$ cat config.mk
export PLATFORM = sky130hd
export DESIGN_NAME = pipe_skid_reg
export DESIGN_NICKNAME = d
export VERILOG_FILES = /design/src/rtl/pipe_skid_reg.sv
export SDC_FILE = /design/constraint.sdc
export NUM_CORES = 1
export LEC_CHECK = 0
export BUFFER_PORTS_ARGS = -buffer_cell sky130_fd_sc_hd__buf_2
export CORE_ASPECT_RATIO = 0.5
export CORE_UTILIZATION = 55
export CTS_CLUSTER_SIZE = 30
export DETAILED_ROUTE_END_ITERATION = 16
export GPL_TIMING_DRIVEN = 0
export PLACE_DENSITY_LB_ADDON = 0.08
export SLEW_MARGIN = 20
export SYNTH_ARGS = -nofsm -noshare
export SYNTH_HDL_FRONTEND = slang
export SYNTH_SLANG_ARGS = --single-unit
$ cat constraint.sdc
create_clock -name clk -period 2 [get_ports clk]
set_clock_uncertainty 0.15 [all_clocks]
set_input_delay 0.1 -clock clk [delete_from_list [all_inputs] [get_ports clk]]
set_output_delay 0.1 -clock clk [all_outputs]
set_load 0.005 [all_outputs]
$ cat src/rtl/pipe_skid_reg.sv
// Two-slot skid pipeline register: main slot drives out_*, skid slot absorbs one beat of backpressure.
// Optional performance counters are enabled by defining PIPE_SKID_REG_PERF_EN.
module pipe_skid_reg #(
  parameter int PC_W    = 64,
  parameter int INSTR_W = 32,
  parameter int CMT_W   = 160
) (
  input  logic               clk,
  input  logic               rst,
  input  logic               flush,
  input  logic               in_valid,
  output logic               in_ready,
  input  logic [PC_W-1:0]    in_pc,
  input  logic [INSTR_W-1:0] in_instr,
  input  logic               in_commit,
  input  logic [CMT_W-1:0]   in_cmt,
  output logic               out_valid,
  input  logic               out_ready,
  output logic [PC_W-1:0]    out_pc,
  output logic [INSTR_W-1:0] out_instr,
  output logic               out_commit,
  output logic [CMT_W-1:0]   out_cmt
`ifdef PIPE_SKID_REG_PERF_EN
  ,
  output logic [31:0]        perf_stall_cnt,
  output logic [31:0]        perf_flush_cnt
`endif
);

  logic               main_valid_r, skid_valid_r, in_ready_r, out_commit_r;
  logic [PC_W-1:0]    main_pc_r, skid_pc_r;
  logic [INSTR_W-1:0] main_instr_r, skid_instr_r;
  logic               main_commit_r, skid_commit_r;
  logic [CMT_W-1:0]   main_cmt_r, skid_cmt_r;

  logic               accept_s, xfer_s;
  logic               main_valid_nxt_s, skid_valid_nxt_s;
  logic               main_load_in_s, main_load_skid_s, skid_load_s;

  assign accept_s = in_valid & in_ready_r;
  assign xfer_s   = main_valid_r & out_ready;

  // Next-state decode for slot valids and load selects (flush handled here, rst in the flop block).
  always_comb begin
    main_valid_nxt_s = main_valid_r;
    skid_valid_nxt_s = skid_valid_r;
    main_load_in_s   = 1'b0;
    main_load_skid_s = 1'b0;
    skid_load_s      = 1'b0;
    if (flush) begin
      main_valid_nxt_s = 1'b0;
      skid_valid_nxt_s = 1'b0;
    end else if (!main_valid_r || xfer_s) begin
      if (skid_valid_r) begin
        main_load_skid_s = 1'b1;
        main_valid_nxt_s = 1'b1;
        skid_valid_nxt_s = 1'b0;
      end else if (accept_s) begin
        main_load_in_s   = 1'b1;
        main_valid_nxt_s = 1'b1;
      end else begin
        main_valid_nxt_s = 1'b0;
      end
    end else begin
      // Main is stalled: an accepted beat parks in the skid slot.
      if (accept_s) begin
        skid_load_s      = 1'b1;
        skid_valid_nxt_s = 1'b1;
      end else begin
        skid_valid_nxt_s = skid_valid_r;
      end
    end
  end

  // Slot state, payload registers and registered handshake outputs.
  always_ff @(posedge clk) begin
    if (rst) begin
      main_valid_r  <= 1'b0;
      skid_valid_r  <= 1'b0;
      in_ready_r    <= 1'b1;
      out_commit_r  <= 1'b0;
      main_pc_r     <= {PC_W{1'b0}};
      main_instr_r  <= {INSTR_W{1'b0}};
      main_commit_r <= 1'b0;
      main_cmt_r    <= {CMT_W{1'b0}};
      skid_pc_r     <= {PC_W{1'b0}};
      skid_instr_r  <= {INSTR_W{1'b0}};
      skid_commit_r <= 1'b0;
      skid_cmt_r    <= {CMT_W{1'b0}};
    end else begin
      main_valid_r <= main_valid_nxt_s;
      skid_valid_r <= skid_valid_nxt_s;
      in_ready_r   <= ~skid_valid_nxt_s;
      if (main_load_skid_s) begin
        main_pc_r     <= skid_pc_r;
        main_instr_r  <= skid_instr_r;
        main_commit_r <= skid_commit_r;
        main_cmt_r    <= skid_cmt_r;
        out_commit_r  <= skid_commit_r;
      end else if (main_load_in_s) begin
        main_pc_r     <= in_pc;
        main_instr_r  <= in_instr;
        main_commit_r <= in_commit;
        main_cmt_r    <= in_cmt;
        out_commit_r  <= in_commit;
      end else begin
        out_commit_r  <= main_valid_nxt_s & main_commit_r;
      end
      if (skid_load_s) begin
        skid_pc_r     <= in_pc;
        skid_instr_r  <= in_instr;
        skid_commit_r <= in_commit;
        skid_cmt_r    <= in_cmt;
      end else begin
        skid_pc_r     <= skid_pc_r;
      end
    end
  end

  assign in_ready   = in_ready_r;
  assign out_valid  = main_valid_r;
  assign out_pc     = main_pc_r;
  assign out_instr  = main_instr_r;
  assign out_commit = out_commit_r;
  assign out_cmt    = main_cmt_r;

`ifdef PIPE_SKID_REG_PERF_EN
  logic [31:0] stall_cnt_r, flush_cnt_r;

  // Stall and useful-flush event counters; wrap naturally at 32 bits.
  always_ff @(posedge clk) begin
    if (rst) begin
      stall_cnt_r <= 32'd0;
      flush_cnt_r <= 32'd0;
    end else begin
      if (main_valid_r && !out_ready) begin
        stall_cnt_r <= stall_cnt_r + 32'd1;
      end else begin
        stall_cnt_r <= stall_cnt_r;
      end
      if (flush && (main_valid_r || skid_valid_r)) begin
        flush_cnt_r <= flush_cnt_r + 32'd1;
      end else begin
        flush_cnt_r <= flush_cnt_r;
      end
    end
  end

  assign perf_stall_cnt = stall_cnt_r;
  assign perf_flush_cnt = flush_cnt_r;
`else
  // Counters compiled out; datapath is identical.
`endif

endmodule

==> metrics.cfg <==
[synthesis]
yosysWarnings=0
syn_inst=2714
yosysUniqueCellTypes=26
netlist.top_cell.by_area=dfxtp_1
synthFlopType=dfxtp_1
async_reset_ff_frac=0
ys_ff_latch=518
yosys-top-cells-count=518 x dfxtp_1, 287 x nand3_1, 258 x a21oi_1, 258 x a31oi_1, 258 x o21ai_0
syn-num-nets=2976
yosysMostFrequentCell=dfxtp_1
syn_area_sq_um=23600
syn_area_per_cell_sq_um=8.71
synth_edf_count=0
synth_top_area_frac=0.439
synth_seq_area_share=0.439
synthTopCellsByArea=dfxtp_1 44%, a2111oi_2 13%, a31oi_1 6.8%, nand3_1 6.1%, a21oi_1 5.5%

[drt]
via_per_inst=6.23
finalWirelength_um=86400
detail-route-antenna-nets=0
drtPass1Iterations=6
drtIter0Drc=2401
route.detailed.drc=0
post_drt_wl_per_cell_um=20.8
via_count=25900

[power]
pwr-share-comb=0.146
p_sw_frac=0.266
switchingPower_w=0.00637
ir_drop_v=0.000622
clock_power_share=0.396
pwr_density_cell_nw_per_um2=760
p_int_w=0.0175
p_seq_frac=0.458
p_total_w=0.0239
leakagePower_nw=12.8

[sta]
fin_crit_sh=0.988
hold_ws_ns=0.156
maxSlewViolCount=0
fin_tns_setup_ns=0
worst_pin_slew_ns=0.848
setup_viol=0
max_slew_margin=0.434
fmax_mhz=506
finalWorstSetupSlack_ns=0.0243
hold_viol_final=0
min_period_ns=1.98

[floorplan]
core_region_area_sq_um=42200
die_x_um=295
placementRows=53
initial_core_util=0.560
dieArea_sq_um=43800
die_h_um=149
ios=521

[worst_setup_path]
endpoint_kind=flip-flop
timing_worst_setup_path_type=reg2reg
cp-endpoint=out_cmt[149]
path_common_cell=clkbuf_4
rr_worst_depth=6
r2r-end=out_cmt[149]
arrival_ns=2.26
cp-start-kind=flip-flop
cp_cell_sequence=a21o_1, clkbuf_4, buf_8, clkbuf_4, a31oi_1, a2111oi_2
worstReg2RegStart=skid_valid_r
crit_required_ns=2.29
r2r_setup_slack_ns=0.02
worstPathMaxFanout=10
crit_start=skid_valid_r
critPathMaxStageDelay_ns=0.42
slowest_stage=dfxtp_4

[placement]
port_buffers=519
globalplace.congestion=0.906
hpwl_um=56100
place_ws_ns=-0.309

[cts]
cts_made_buffers=47
clk-insertion-delay-late_ns=0.57
cts_tree=yes
htreeDepth=2
clockBufferDepth=3
ctsRootBufferMaster=clkbuf_16
path_clk_slew_ns=0.07
clock_sinks=518

[final_layout]
multi_input_area_sq_um=10900
final_nets=3801
drive_above_1_share=0.286
regArea_sq_um=10400
final_util=0.746
fillers=3251
area_growth_pct=33.1

[grt]
grt_max_degree=15
grt_pass1_wl_um=134000
antenna_found_initial=9
first_global_vias=25200
grt_usage=0.379
overflow=0

[run]
drv_cap=0

[run_status]
status=finished clean

[worst_hold_path]
hp-class=in2reg

## what timing repair did
item	in CTS	in global routing
setup endpoints to repair	450	464
gates resized for setup	57	112
hold buffers	257	0
hold endpoints to repair	515	0
buffers inserted	0	1
pin swaps	0	4
gates cloned	0	0
## state kept, by name, indices dropped and copies added (netlist names)
name           cells
skid_commit_r      1
out_valid          1
out_cmt          160
main_commit_r      1
skid_pc_r         64
skid_valid_r       1
skid_cmt_r       160
in_ready           1
out_instr         32
out_pc            64
out_commit         1
skid_instr_r      32
## cells by family (layout without fill, tap and decap cells)
logic type	count (synthesis)	after routing	synth area share
compound gates	1032	1032	0.328
flops	518	518	0.439
simple gates	582	582	0.129
other cells	0	10	0
buf+inv	582	1440	0.105
## critical path: cells and delay by family, from the launching register on
kind	cells	cell delay (ns)
AO/OA/AOI/OAI	3	0.65
buffers and inverters	3	0.61
flip-flops	1	0.42
## stage by stage
step,cells,cell area (sq um)
6_report,4159,31500
3_5_place_dp,3810,26900
3_3_place_gp,3810,26900
4_1_cts,4149,31200
5_1_grt,4158,31500
2_1_floorplan,2714,23600
## cell type report
class,instances,share of cell area
tap,577,0.0230
buffer,350,0.0582
multi-input combinational,1614,0.345
inverter,231,0.0276
clock inverter,9,0.00302
antenna,10,0.000796
timing repair buffer,777,0.165
clock buffer,73,0.0473
sequential,518,0.330
## power groups by stage
stage / logic (W) / clock network [W] / registers (W)
final: 0.00350 / 0.00947 / 0.0109
after global routing: 0.00373 / 0.00999 / 0.0110
after CTS: 0.00335 / 0.00949 / 0.0109
after detailed placement: 0.00291 / 0 / 0.0112
after global placement: 0.00287 / 0 / 0.0112
after floorplan: 0.00164 / 0 / 0.0112
## per-layer routing
layer / wire length [um] / up-vias / track usage
li1: - / 11700 / -
met1: 34300 / 12400 / 0.480
met2: 40500 / 1419 / 0.615
met3: 6180 / 369 / 0.0568
met4: 5540 / 0 / 0.227
met5: 0 / - / 0
## cells in the final DEF, fill, tap and decap left out, types with 2 or more instances in the layout
cell / n
a2111oi_0: 8
a2111oi_1: 4
a2111oi_2: 213
a2111oi_4: 3
a21oi_1: 258
a31oi_1: 258
buf_1: 2
buf_12: 2
buf_2: 614
buf_4: 35
buf_6: 15
bufinv_16: 2
clkbuf_1: 149
clkbuf_16: 49
clkbuf_2: 38
clkbuf_4: 21
clkbuf_8: 17
clkinv_2: 8
dfxtp_1: 516
diode_2: 10
dlygate4sd3_1: 257
inv_1: 230
nand2b_1: 31
nand3_1: 287
nor3_1: 228
o21ai_0: 258
o31ai_1: 29
or4_1: 29
## worst min-delay path by stage
stage                                  to  slack, ns         from  cells past startpoint
after floorplan                out_pc[18]       0.09    in_pc[18]                      2
after global placement         out_pc[18]       0.21    in_pc[18]                      3
after detailed placement       out_pc[19]       0.22    in_pc[19]                      3
after CTS                      out_pc[45]       0.14     in_valid                      5
after global routing      skid_cmt_r[117]       0.19  in_cmt[117]                      4
final                          out_pc[39]       0.16     in_valid                      5
(Power assumes the default switching activity.)
